### src/rtl/bram_stream_reader_pkg.sv
// Purpose : shared memory-controller definitions (FSM encodings, default geometry).
// Latency : n/a (types and constants only).
// Backpr. : n/a.
package bram_stream_reader_pkg;

   localparam int DEF_DWIDTH   = 16;
   localparam int DEF_AWIDTH   = 7;
   localparam int DEF_MEM_SIZE = 128;

   typedef enum logic [1:0] {
      ST_IDLE = 2'd0,
      ST_READ = 2'd1,
      ST_DONE = 2'd2
   } state_t;

endpackage

### src/rtl/skid_fifo2.sv
// Purpose : two-entry FIFO buffering BRAM read data ahead of the stream port.
// Latency : a push is visible at the head on the cycle after the push edge.
// Backpr. : the head holds while i_pop is low; the writer must not push when full.
// Ports   : i_push/i_data write side, i_pop read strobe, o_valid = not empty,
//           o_data = head word, o_count = occupancy (0..2).
module skid_fifo2 #(
   parameter int DWIDTH = 16
) (
   input  logic              clk,
   input  logic              reset_n,
   input  logic              i_push,
   input  logic [DWIDTH-1:0] i_data,
   input  logic              i_pop,
   output logic              o_valid,
   output logic [DWIDTH-1:0] o_data,
   output logic [1:0]        o_count
);

   logic [DWIDTH-1:0] r_mem [2];
   logic              r_wr_ptr;
   logic              r_rd_ptr;
   logic [1:0]        r_count;
   logic              w_pop;

   // Popping an empty FIFO is treated as a no-op.
   assign w_pop   = i_pop & (r_count != 2'd0);
   assign o_valid = (r_count != 2'd0);
   assign o_data  = r_mem[r_rd_ptr];
   assign o_count = r_count;

   always_ff @(posedge clk or negedge reset_n) begin
      if (!reset_n) begin
         r_mem[0] <= '0;
         r_mem[1] <= '0;
         r_wr_ptr <= 1'b0;
         r_rd_ptr <= 1'b0;
         r_count  <= 2'd0;
      end else begin
         if (i_push) begin
            r_mem[r_wr_ptr] <= i_data;
            r_wr_ptr        <= ~r_wr_ptr;
         end
         if (w_pop) begin
            r_rd_ptr <= ~r_rd_ptr;
         end
         r_count <= r_count + {1'b0, i_push} - {1'b0, w_pop};
      end
   end

endmodule

### src/rtl/bram_stream_reader.sv
// Purpose : streams num_cnt words from a BRAM read port, starting at base, as valid/ready.
// Latency : first o_valid in the third cycle after the edge sampling i_run, then 1 word/cycle.
// Backpr. : reads are throttled so FIFO + in-flight words never exceed two; i_ready low stalls.
// Ports   : i_run/i_base_addr/i_num_cnt start a job; o_idle/o_read/o_done one-hot state;
//           addr1/ce1/we1/d1/q1 BRAM port B (read-only use); o_valid/o_data/i_ready stream.
module bram_stream_reader
   import bram_stream_reader_pkg::*;
#(
   parameter int DWIDTH   = DEF_DWIDTH,
   parameter int AWIDTH   = DEF_AWIDTH,
   parameter int MEM_SIZE = DEF_MEM_SIZE
) (
   input  logic              clk,
   input  logic              reset_n,
   input  logic              i_run,
   input  logic [AWIDTH-1:0] i_base_addr,
   input  logic [AWIDTH-1:0] i_num_cnt,
   output logic              o_idle,
   output logic              o_read,
   output logic              o_done,
   output logic [AWIDTH-1:0] addr1,
   output logic              ce1,
   output logic              we1,
   output logic [DWIDTH-1:0] d1,
   input  logic [DWIDTH-1:0] q1,
   output logic              o_valid,
   output logic [DWIDTH-1:0] o_data,
   input  logic              i_ready
);

   localparam logic [AWIDTH-1:0] ONE = {{(AWIDTH-1){1'b0}}, 1'b1};

   // The address counter wraps at 2^AWIDTH, so a deeper memory could not be covered.
   if (MEM_SIZE > (1 << AWIDTH)) begin : g_size_chk
      $error("MEM_SIZE exceeds the AWIDTH address space");
   end

   state_t            r_state;
   state_t            w_next;
   logic [AWIDTH-1:0] r_base;
   logic [AWIDTH-1:0] r_num;
   logic [AWIDTH-1:0] r_issue_cnt;
   logic [AWIDTH-1:0] r_xfer_cnt;
   logic              r_inflight;   // a read issued last cycle: q1 is valid this cycle
   logic              w_start;
   logic              w_pop;
   logic              w_room;
   logic              w_issue;
   logic              w_last_xfer;
   logic [1:0]        w_fifo_cnt;

   assign w_start = (r_state == ST_IDLE) && i_run;
   assign w_pop   = o_valid & i_ready;

   // Count a same-cycle pop as freed space so a full pipeline keeps one word per cycle.
   assign w_room  = ({1'b0, w_fifo_cnt} + {2'b00, r_inflight}) < (3'd2 + {2'b00, w_pop});
   assign w_issue = (r_state == ST_READ) && (r_issue_cnt < r_num) && w_room;
   assign w_last_xfer = w_pop && (r_xfer_cnt == (r_num - ONE));

   assign ce1   = w_issue;
   assign addr1 = w_issue ? (r_base + r_issue_cnt) : '0;
   assign we1   = 1'b0;
   assign d1    = '0;

   assign o_idle = (r_state == ST_IDLE);
   assign o_read = (r_state == ST_READ);
   assign o_done = (r_state == ST_DONE);

   always_comb begin
      w_next = r_state;
      case (r_state)
         ST_IDLE: if (i_run) w_next = (i_num_cnt == '0) ? ST_DONE : ST_READ;
         ST_READ: if (w_last_xfer) w_next = ST_DONE;
         ST_DONE: w_next = ST_IDLE;
         default: w_next = ST_IDLE;
      endcase
   end

   always_ff @(posedge clk or negedge reset_n) begin
      if (!reset_n) begin
         r_state     <= ST_IDLE;
         r_base      <= '0;
         r_num       <= '0;
         r_issue_cnt <= '0;
         r_xfer_cnt  <= '0;
         r_inflight  <= 1'b0;
      end else begin
         r_state    <= w_next;
         r_inflight <= w_issue;
         if (w_start) begin
            r_base      <= i_base_addr;
            r_num       <= i_num_cnt;
            r_issue_cnt <= '0;
            r_xfer_cnt  <= '0;
         end else begin
            if (w_issue) r_issue_cnt <= r_issue_cnt + ONE;
            if (w_pop)   r_xfer_cnt  <= r_xfer_cnt + ONE;
         end
      end
   end

   skid_fifo2 #(
      .DWIDTH (DWIDTH)
   ) u_fifo (
      .clk     (clk),
      .reset_n (reset_n),
      .i_push  (r_inflight),
      .i_data  (q1),
      .i_pop   (w_pop),
      .o_valid (o_valid),
      .o_data  (o_data),
      .o_count (w_fifo_cnt)
   );

endmodule

### config.mk
export PLATFORM = sky130hd
export DESIGN_NAME = bram_stream_reader
export DESIGN_NICKNAME = d
export VERILOG_FILES = /design/src/rtl/bram_stream_reader_pkg.sv /design/src/rtl/skid_fifo2.sv /design/src/rtl/bram_stream_reader.sv
export SDC_FILE = /design/constraint.sdc
export NUM_CORES = 1
export LEC_CHECK = 0
export ABC_AREA = 1
export CAP_MARGIN = 20
export CORE_MARGIN = 4
export CORE_UTILIZATION = 56
export CTS_CLUSTER_DIAMETER = 100
export DETAILED_ROUTE_END_ITERATION = 10
export GPL_TIMING_DRIVEN = 1
export HOLD_SLACK_MARGIN = 0.03
export PLACE_DENSITY = 0.87
export SYNTH_ARGS = -nofsm -noshare
export SYNTH_HDL_FRONTEND = slang
export SYNTH_HIERARCHICAL = 1
export SYNTH_SLANG_ARGS = --single-unit
### constraint.sdc
create_clock -name clk -period 5.5 [get_ports clk]
set_input_delay 1.65 -clock clk [delete_from_list [all_inputs] [get_ports clk]]
set_output_delay 1.65 -clock clk [all_outputs]
set_load 0.02 [all_outputs]
Word level (Yosys, flattened, before mapping)
Index checks and enable logic that the tools add are counted.
- bits in writable memories: 0
- bits in registers: 67
- input bits: 34
- memories: 0
- bits in read-only memories: 0
- latch bits: 0
- output and inout bits: 45
- logic and storage cells: 61
- reductions and logical operators: 11
- multiply operators: 0
- shifts and indexed selects: 0
- add/sub/neg operators: 8
- mux-type cells: 15
- bitwise logic cells: 6
- magnitude comparators: 5
- divide/modulo/power cells: 0
- equality and inequality tests: 5
- operators with widths (operator ; number):
    two-way mux 16 bit ; 4
    two-way mux 7 bit ; 5
    bitwise mux 32 bit ; 1
    demux 16 bit (select 1 bit) ; 1
    adder 7 x 1 -> 7 bit, second input constant ; 2
    adder 7 bit ; 1
    equality test 7 bit ; 1
    logical NOT 7 bit ; 1
    < comparator 7 bit ; 1
    subtractor 7 x 1 -> 7 bit, second input constant ; 1
    two-way mux 2 bit ; 3
    nonzero test 2 bit ; 3
    logical AND 1 bit ; 5
    >= comparator 2 bit, second input constant ; 2
    NOT 1 -> 2 bit ; 2
    case mux 2 bit (2 select lines) ; 1
    adder 2 x 1 -> 3 bit ; 1
    adder 2 x 1 -> 3 bit, first input constant ; 1
    < comparator 3 bit ; 1
    adder 2 x 1 -> 2 bit ; 1
    AND 1 bit ; 2
    equality test 2 x 1 -> 1 bit, second input constant ; 1
    equality test 2 bit, second input constant ; 1
    logical NOT 2 bit ; 1
    other kinds (6) ; 7

Depth between registers and ports, before layout
Gate-level depths: netlist (run 1).
- word-level depth: 7
- gate-level depth with buffers: 12
- gate-level depth less buffers: 12

Cells and area by module
Netlist (run 1), hierarchy kept.
- by module, submodules not included (module ; area an instance (µm²) ; cells each ; times used ; sequential area each (µm²)):
    bram_stream_reader ; 2244.7 ; 309 ; 1 ; 775.7
    skid_fifo2 ; 1702.9 ; 197 ; 1 ; 900.9

Worst setup path before layout (run 1)
Ideal clock, no wire load.
- kind: input to output
- start point: input port i_ready
- end point: output port addr1[5]
- arrival: 2660 ps
- path buffers: 0
- slack: 1190 ps
- stages: 7
- data required time: 3850 ps
- path through: nand2_2 -> o21a_1 -> nor2_2 -> nand4_4 -> inv_2 -> nand2_1 -> nor2_1
- cells in the longest elaborated chain, start to end: 5
- ends and longest elaborated chain (what ; RTL line ; RTL):
    start, declared ; bram_stream_reader.sv:28 ; input logic i_ready
    AND 1 bit ; bram_stream_reader.sv:53 ; assign w_pop = o_valid & i_ready;
    adder 2 x 1 -> 3 bit ; bram_stream_reader.sv:56 ; assign w_room = ({1'b0, w_fifo_cnt} + {2'b00, r_inflight}) < (3'd2 + {2'b00, w_pop});
    < comparator 3 bit ; bram_stream_reader.sv:56 ;
    logical AND 1 bit ; bram_stream_reader.sv:57 ; assign w_issue = (r_state == ST_READ) && (r_issue_cnt < r_num) && w_room;
    via ce1 ; bram_stream_reader.sv:22 ; output logic ce1,
    two-way mux 7 bit ; bram_stream_reader.sv:61 ; assign addr1 = w_issue ? (r_base + r_issue_cnt) : '0;
    end, declared ; bram_stream_reader.sv:21 ; output logic [AWIDTH-1:0] addr1,
The timed path passes the listed nets, and every way through them passes these cells.

Worst setup path in the final report (run 1)
- start point: input port i_ready
- end point: output port addr1[5]
- cells in the longest elaborated chain, start to end: 5
- ends and longest elaborated chain (what ; RTL line):
    AND 1 bit ; bram_stream_reader.sv:53
    adder 2 x 1 -> 3 bit ; bram_stream_reader.sv:56
    < comparator 3 bit ; bram_stream_reader.sv:56
    logical AND 1 bit ; bram_stream_reader.sv:57
    two-way mux 7 bit ; bram_stream_reader.sv:61
No other way between the ends.

==> summary by stage, run 1 <==
Run status
The run finished with clean final reports.

Placement
Detailed placement finished with a half-perimeter wire length of 5940 um. The congestion estimate from routability-driven global placement came to about 0.9. In this run the cell area measured after placement is between 4000 and 5000 um^2.

In this run, placement finished with an instance count of 649. The total of buffers placed on input and output ports is between 60 and 70.

Setup path
The critical path's top delay family is buffers and inverters. Counting stages on the worst path, the most repeated cell is sky130_fd_sc_hd__clkdlybuf4s50_1. The data arrival time of the worst path is about 3.7 ns. The worst setup path is launched from an input pin.

The required time reported for the critical path endpoint is approximately 3.9 ns. Walking the worst path, the cells encountered are clkdlybuf4s50_1 -> nand2_2 -> o21a_1 -> nor2_2 -> nand4_4 -> inv_2 -> nand2_1 -> nor2_1 -> clkdlybuf4s50_1. The setup path with the least slack is of type input pin to output pin. The largest incremental delay on the critical path is 0.61 ns. The maximum fanout count along the critical path is 11. The sum of buffers and inverters on the critical path is 3. The kind of capture point of the worst setup path is an output pin.

The largest individual stage delay along the critical path comes from the cell sky130_fd_sc_hd__clkdlybuf4s50_1.

STA
For the final database, setup skew stands at approximately 0.0059 ns. Setup repair after global routing left no endpoint under its margin. The time the worst path needs with I/O delays and setup is 5.33 ns.

For this run, the top clock speed supported by timing is approximately 190 MHz. The slew of the pin with the lowest slew margin is just under 1 ns. The number of max-slew violations in the final report came to 0. The number of hold violations in the final report is 0. The tightest slew margin relative to the limit is around a third.

Setup violations remaining at the end of the flow were counted as 0. Of the available clock period, the critical path in the final layout requires 97.0%. After routing, the total negative slack on setup checks comes to 0 ns.

Final layout
From synthesis to final layout, the design area changed by 19.0%. The multi-input combinational cell area is between 1500 and 2000 um^2. For this run, the number of standard cells in the final layout without fillers is around 660.

The final design area excluding fillers is roughly 4700 um^2. Cells with a size suffix above 1 make up slightly below 9% of the layout. Summing all flip-flop and latch instances after layout gives ~1700 um^2. The number of nets in the layout is about 620. 0 antenna diodes ended up in the layout.

The layout has about 580 filler cells.

Route
The met2 wirelength from detailed routing is around 4000 um. The post-detailed-route DRC marker count is 0. After detailed routing, the wire length on met1 is between 3000 and 4000 um. The remaining number of nets flagged by the antenna check after routing is 0. The iteration-0 DRC count of the detailed router is approximately 120. Summing over every cut layer, the via total after detailed routing is between 3000 and 4000. Dividing the detail-routed wire length by the instance count gives about 13 um. The detailed-router iteration count before antenna repair is 4. Dividing the detail-routed via count by the number of cells gives slightly below 5.

For this block, the routed nets add up to between 8000 and 9000 um of wire. In this run the top signal layer used is met4. Wire segments on met3 add up to 419 um in the final route.

Power and ir drop
The maximum VDD drop is around 0.34 mV. Dividing total power by cell area gives a power density of a little under 600 nW/um^2. Summed over all cells, the static leakage comes to between 2 and 2.5 nW.

Clock tree
The count of hold buffers inserted by post-cts repair is 0. The maximum clock insertion buffer count is 2. TritonCTS built the clock tree.

CTS placed an instance of sky130_fd_sc_hd__clkbuf_8 at the clock tree root. Once the clock tree was built, the resizer swapped 0 gates to a different size. Clock-pin slew was measured on the worst setup and hold paths at 0.07 ns. The number of setup buffers added after CTS is 0. In this run, CTS created clock tree buffers numbering 9. The H-tree depth is 3.

The later-pin clock latency in the skew report is 0.34 ns. The tree built by TritonCTS fans out to 67 sinks.

Synth
The synthesized netlist contains 31 unique library cells. In this run, synthesis produced a sequential element count of 67. Counting every instance in the synthesized netlist gives around 510. The part of the Yosys area used for sequential elements is between 40 and 50%.

The count of warnings emitted by yosys is 6. The summed instance area of the synthesized netlist is 3950 um^2. The average instance area after synthesis is approximately 7.8 um^2.

Floorplanning
The number of top-level pins is between 70 and 80. The row count is 30. From bottom edge to top edge, the die measures around 92 um. The starting density of the core is 57.8%. The floorplan step defined a core boundary enclosing 6830 um^2. The die boundary width is 92.0 um. The die covers 8460 um^2.

Global routing
The via count of the first global-routing pass is roughly 3200. Entering global routing, the biggest net connects 38 pins. The overall routing resource usage is about a fifth.

The initial antenna violation count is 0. The leftover overflow at the end of global routing is 0. The first-pass GRT wire length is approximately 14000 um.

Hold path
The path class of the tightest hold or removal check is flop to flop.

Job
The count of max-cap constraint violations is 0.
==> cells by family (layout without fill, tap and decap cells) <==
group,after synthesis,count (layout),synth area share [%]
flip-flops,67,67,42.5
other,1,17,0.0950
AO/OA/AOI/OAI,62,62,10.3
AND/OR/NAND/NOR,255,255,26.3
buffers and inverters,89,135,11.6
adder cells (fa/ha/maj),20,20,6.53
XOR/XNOR,12,12,2.66
==> cell usage in the layout, fill, tap and decap left out <==
cell	netlist	layout
sky130_fd_sc_hd__a21o_1	2	2
sky130_fd_sc_hd__clkinv_4	0	2
sky130_fd_sc_hd__o211ai_1	2	2
sky130_fd_sc_hd__nor3_1	2	2
sky130_fd_sc_hd__bufinv_16	0	1
sky130_fd_sc_hd__a21oi_1	9	9
sky130_fd_sc_hd__nand4_4	1	1
sky130_fd_sc_hd__nand3_1	25	25
sky130_fd_sc_hd__dfrtp_1	67	67
sky130_fd_sc_hd__nand4_1	2	2
sky130_fd_sc_hd__nor3_2	1	1
sky130_fd_sc_hd__o21a_1	1	1
sky130_fd_sc_hd__nor2_1	36	36
sky130_fd_sc_hd__inv_2	3	3
sky130_fd_sc_hd__o21ai_1	11	11
sky130_fd_sc_hd__ha_1	19	19
sky130_fd_sc_hd__clkinvlp_4	0	2
sky130_fd_sc_hd__inv_1	54	54
sky130_fd_sc_hd__nor2_4	1	1
sky130_fd_sc_hd__and2_1	1	1
sky130_fd_sc_hd__fa_1	1	1
sky130_fd_sc_hd__nand2_2	3	3
sky130_fd_sc_hd__clkbuf_8	0	9
sky130_fd_sc_hd__xnor2_1	3	3
sky130_fd_sc_hd__buf_2	8	1
sky130_fd_sc_hd__nand2_1	182	182
sky130_fd_sc_hd__o21ai_2	22	22
sky130_fd_sc_hd__xor2_1	9	9
sky130_fd_sc_hd__clkdlybuf4s50_1	0	60
sky130_fd_sc_hd__nor2_2	1	1
sky130_fd_sc_hd__conb_1	1	17
sky130_fd_sc_hd__clkinv_2	0	1
sky130_fd_sc_hd__o21ai_0	13	13
sky130_fd_sc_hd__a31oi_1	2	2
sky130_fd_sc_hd__buf_4	19	2
==> per-stage QoR <==
step	utilization [%]	power, mW	setup slack (ns)	hold slack (ns)
5_1_grt	68.8	3.04	0.0646	0.497
3_5_place_dp	66.0	2.40	0.199	0.468
2_1_floorplan	-	1.93	1.19	0.455
6_report	68.8	2.79	0.166	0.485
3_3_place_gp	66.0	2.33	0.209	0.463
4_1_cts	68.8	2.81	0.176	0.485
==> layout make-up <==
| type | instances | area share (%) |
|---|---|---|
| repair buffers | 63 | 13.2 |
| flip-flops and latches | 67 | 35.7 |
| clock buffers | 9 | 2.64 |
| well taps | 96 | 2.56 |
| inverters | 57 | 4.56 |
| clock inverters | 6 | 1.44 |
| multi-input cells | 366 | 39.9 |
==> report_power, final <==
| part | internal [mW] | total (mW) | switching [mW] |
|---|---|---|---|
| Combinational | 0.618 | 1.49 | 0.868 |
| Sequential | 0.712 | 0.902 | 0.189 |
| Clock | 0.207 | 0.404 | 0.196 |
==> cells in the mapped netlist <==
library cell	count	area, um^2
sky130_fd_sc_hd__a21o_1	2	15.0
sky130_fd_sc_hd__a21oi_1	9	45.0
sky130_fd_sc_hd__a31oi_1	2	12.5
sky130_fd_sc_hd__and2_1	1	6.26
sky130_fd_sc_hd__buf_2	8	40.0
sky130_fd_sc_hd__buf_4	19	143
sky130_fd_sc_hd__buf_6	4	45.0
sky130_fd_sc_hd__buf_8	1	15.0
sky130_fd_sc_hd__conb_1	1	3.75
sky130_fd_sc_hd__dfrtp_1	67	1680
sky130_fd_sc_hd__fa_1	1	20.0
sky130_fd_sc_hd__ha_1	19	238
sky130_fd_sc_hd__inv_1	54	203
sky130_fd_sc_hd__inv_2	3	11.3
sky130_fd_sc_hd__nand2_1	182	683
sky130_fd_sc_hd__nand2_2	3	18.8
sky130_fd_sc_hd__nand3_1	25	125
sky130_fd_sc_hd__nand4_1	2	12.5
sky130_fd_sc_hd__nand4_4	1	21.3
sky130_fd_sc_hd__nor2_1	36	135
sky130_fd_sc_hd__nor2_2	1	6.26
sky130_fd_sc_hd__nor2_4	1	11.3
sky130_fd_sc_hd__nor3_1	2	10.0
sky130_fd_sc_hd__nor3_2	1	10.0
sky130_fd_sc_hd__o211ai_1	2	15.0
sky130_fd_sc_hd__o21a_1	1	7.51
sky130_fd_sc_hd__o21ai_0	13	65.1
sky130_fd_sc_hd__o21ai_1	11	55.1
sky130_fd_sc_hd__o21ai_2	22	193
sky130_fd_sc_hd__xnor2_1	3	26.3
sky130_fd_sc_hd__xor2_1	9	78.8
==> metal layers <==
layer	track usage, %	vias to the layer above
met3	4.27	13
met4	7.18	0
met1	26.8	1528
met5	0	-
li1	-	1656
met2	35.6	87
==> state kept, by name, summed over array words and instances, names as in the netlist <==
name,cells
r_num,7
u_fifo/o_count,2
u_fifo/r_mem,32
r_xfer_cnt,7
r_issue_cnt,7
u_fifo/r_rd_ptr,1
r_inflight,1
r_base,7
r_state,2
u_fifo/r_wr_ptr,1
==> path summary, 6_finish.rpt <==
path	slack, ns	end	from	cells after the start
worst min register to register	0.48	u_fifo/r_mem[18]	u_fifo/r_mem[18]	2
min in group asynchronous	1.34	u_fifo/r_mem[19]	reset_n	1
worst max register to register	3.18	r_issue_cnt[3]	r_state[1]	6
worst min-delay path	0.48	u_fifo/r_mem[18]	u_fifo/r_mem[18]	2
worst max-delay path	0.17	addr1[5]	i_ready	9
max in group asynchronous	3.22	r_state[0]	reset_n	2
==> worst min-delay path, delay by kind of cell (launching register included) <==
family / cells / cell delay [ns]
AO/OA/AOI/OAI: 1 / 0.05
flip-flops: 1 / 0.34
AND/OR/NAND/NOR: 1 / 0.06
Note: power is estimated with default switching activity, not from simulation.
==> run 2, diff against run 1 <==
CORE_UTILIZATION = 52   (was 56)
PLACE_DENSITY = 0.82   (was 0.87)
clock period = 5.2 ns   (was 5.5 ns; I/O delays follow)
==> summary by stage, run 2 (synthesized netlist as in run 1, its figures left out) <==
Power and ir drop
In this run the power density over the cells is approximately 640 nW/um^2. The overall power is 3.03 mW. IR analysis of the VDD net gives a maximum drop of 0.332 mV. The leakage power figure is between 2 and 3 nW.

Run status
The flow ran to the end, and the final reports show no timing, DRC or antenna violations.

Final layout
The sequential cell area is between 1500 and 2000 um^2. Summing all multi-input logic gate instances after layout gives between 1500 and 2000 um^2. The register name with the most flops is u_fifo/r_mem.

The synthesis-to-finish area growth is 20.6%. The number of antenna diodes in the final layout is 0. The final design area excluding fillers is about 4800 um^2.

The register with the most flip-flops in the layout has 32 of them. Of the cells placed in the final design, the portion with a size suffix greater than 1 is under 10%. The count of filler cells inserted in the layout is 610. Leaving out fill and tap cells, the most frequent cells in the layout are sky130_fd_sc_hd__nand2_1, sky130_fd_sc_hd__dfrtp_1, sky130_fd_sc_hd__clkdlybuf4s50_1. The number of nets in the layout is 622. The most common library cell in the layout ignoring fill and taps is sky130_fd_sc_hd__nand2_1. The end-of-flow core utilization is approximately two thirds. The count of placed standard cells in the final layout, fillers left out is around 670.

Clock tree
TritonCTS built the clock tree. For this design, the CTS-stage hold fixing added 0 buffers. The number of clock sinks is 67. The maximum clock insertion buffer count is 2. Buffers inserted during clock tree synthesis total 9. The root buffer cell chosen for the clock tree is sky130_fd_sc_hd__clkbuf_8. In this run, post-CTS repair resized a total of 0 instances. The post-CTS setup buffer count is 0. In this run the number of H-tree levels came out at 3. For the worst-skew pair, the clock arrives at the later sink with an insertion delay of ~0.34 ns. The clock edge transition at the registers on the reported setup and hold paths is around 0.080 ns.

Setup path
The data arrival time of the worst path is ~3.5 ns. The kind of capture point of the worst setup path is an output pin. STA puts the critical path data required time at 3.64 ns.

The element type at the critical path start is an input pin. The maximum fanout count along the critical path is 7. The critical path class is input pin to output pin.

STA
At the pin with the least slew margin, the transition time is just under 0.8 ns. For the final routed database, the setup TNS stands at 0 ns. Setup repair after global routing left no endpoint under its margin. Derived from the worst setup path, the maximum achievable clock frequency is roughly 200 MHz. The tightest slew margin relative to the limit is between 40% and 50%. The number of max-slew violations in the final report is 0. The smallest clock period supported by the final layout is computed as about 5.0 ns.

Clock skew on the completed layout was measured at roughly 0.010 ns. Setup violations remaining at the end of the flow were counted as 0. The final worst-path cycle share is 96.6%. The number of hold violations in the final report is 0.

Placement
The half-perimeter wire length after placement is roughly 6000 um. The total of buffers placed on input and output ports is 61. The number of placed instances, taps included, is about 660. Summing all placed instances gives a cell area of 4540 um^2. The final weighted congestion in routability-driven placement is about 0.87.

Floorplanning
The row count is 31. The floorplan die height is around 95 um. The core box area is between 7000 and 8000 um^2.

The area enclosed by the die boundary is 9050 um^2. The initial utilization of the core area, before any placement, comes to between 50 and 60%. The number of top-level pins is 79. The die boundary width is 95.1 um.

Hold path
The worst hold-check path type is flop to flop.

Global routing
The via count of the first global-routing pass came to 3199. The initial antenna violation count is 0. The leftover overflow at the end of global routing is 0.

Entering global routing, the biggest net connects 35 pins. The first global-routing pass estimated 13900 um of wire. The overall routing resource usage is between 10% and 20%.

Route
The detailed router placed between 3000 and 4000 vias in this run. The detail route stage leaves a number of antenna-violating nets equal to 0. The wire length after detailed routing is between 8000 and 9000 um.

The first TritonRoute pass finished after 4 iterations. After detailed routing, the number of vias per cell comes to 4.87. The average wire per cell in the routed design is 12.1 um. In the routed design, unresolved DRC markers number 0.

The detailed router finished its first iteration with between 100 and 150 violations.

Job
The count of max-cap constraint violations is 0.
run 2: changes by cell type in the layout (fill, tap and decap cells not counted):
| cell | before | now |
|---|---|---|
| sky130_fd_sc_hd__clkinv_4 | 2 | 1 |
| sky130_fd_sc_hd__buf_4 | 2 | 6 |
| sky130_fd_sc_hd__clkinvlp_4 | 2 | 1 |
| sky130_fd_sc_hd__inv_6 | 0 | 2 |
| sky130_fd_sc_hd__bufinv_16 | 1 | 2 |
run 2: final timing paths:
path / to / slack [ns] / cells after the start / start
max in group asynchronous: r_num[0] / 3.02 / 2 / reset_n
worst min-delay path: u_fifo/r_mem[18] / 0.48 / 2 / u_fifo/r_mem[18]
worst max-delay path: addr1[2] / 0.18 / 8 / i_ready
min in group asynchronous: u_fifo/r_mem[18] / 1.26 / 1 / reset_n
worst max register to register: u_fifo/o_count[1] / 3.40 / 13 / u_fifo/o_count[1]
worst min register to register: u_fifo/r_mem[18] / 0.48 / 2 / u_fifo/r_mem[18]
run 2: layer usage:
metal	wire, um	part of all wire [%]	vias up	global-route usage [%]
li1	-	-	1673	-
met1	3500	43	1504	24.1
met2	4070	50	84	33.8
met3	456	5.6	11	3.39
met4	102	1.3	0	6.73
met5	0	0	-	0
run 2: through the flow:
stage	setup WS, ns	hold WS, ns
after floorplan	1.07	0.455
after global placement	0.192	0.464
after detailed placement	0.175	0.468
after CTS	0.172	0.487
after global routing	0.0352	0.506
final	0.178	0.484
run 2: cell type report:
type	count	area share [%]
sequential	67	35.2
timing repair buffer	67	13.7
tap	99	2.60
clock buffer	9	2.60
clock inverter	7	2.08
multi-input combinational	366	39.4
inverter	57	4.49
run 2: where the power goes:
part	internal (mW)	switching, mW	leakage (nW)
Combinational	0.673	0.927	1.56
Sequential	0.753	0.194	0.839
Clock	0.273	0.210	0.110
run 2: worst max-delay path, cell delays in order:
cell	delay, ns
sky130_fd_sc_hd__clkdlybuf4s50_1	0.48
sky130_fd_sc_hd__nand2_2	0.07
sky130_fd_sc_hd__o21a_1	0.18
sky130_fd_sc_hd__nor2_2	0.13
sky130_fd_sc_hd__nand4_4	0.15
sky130_fd_sc_hd__buf_4	0.20
sky130_fd_sc_hd__nor2_1	0.08
sky130_fd_sc_hd__clkdlybuf4s50_1	0.61
==> run 3, diff against run 2 <==
CTS_CLUSTER_SIZE = 25   (was not set)
==> results of run 3 <==
Final layout, timing and power as in run 2 (identical DEF).
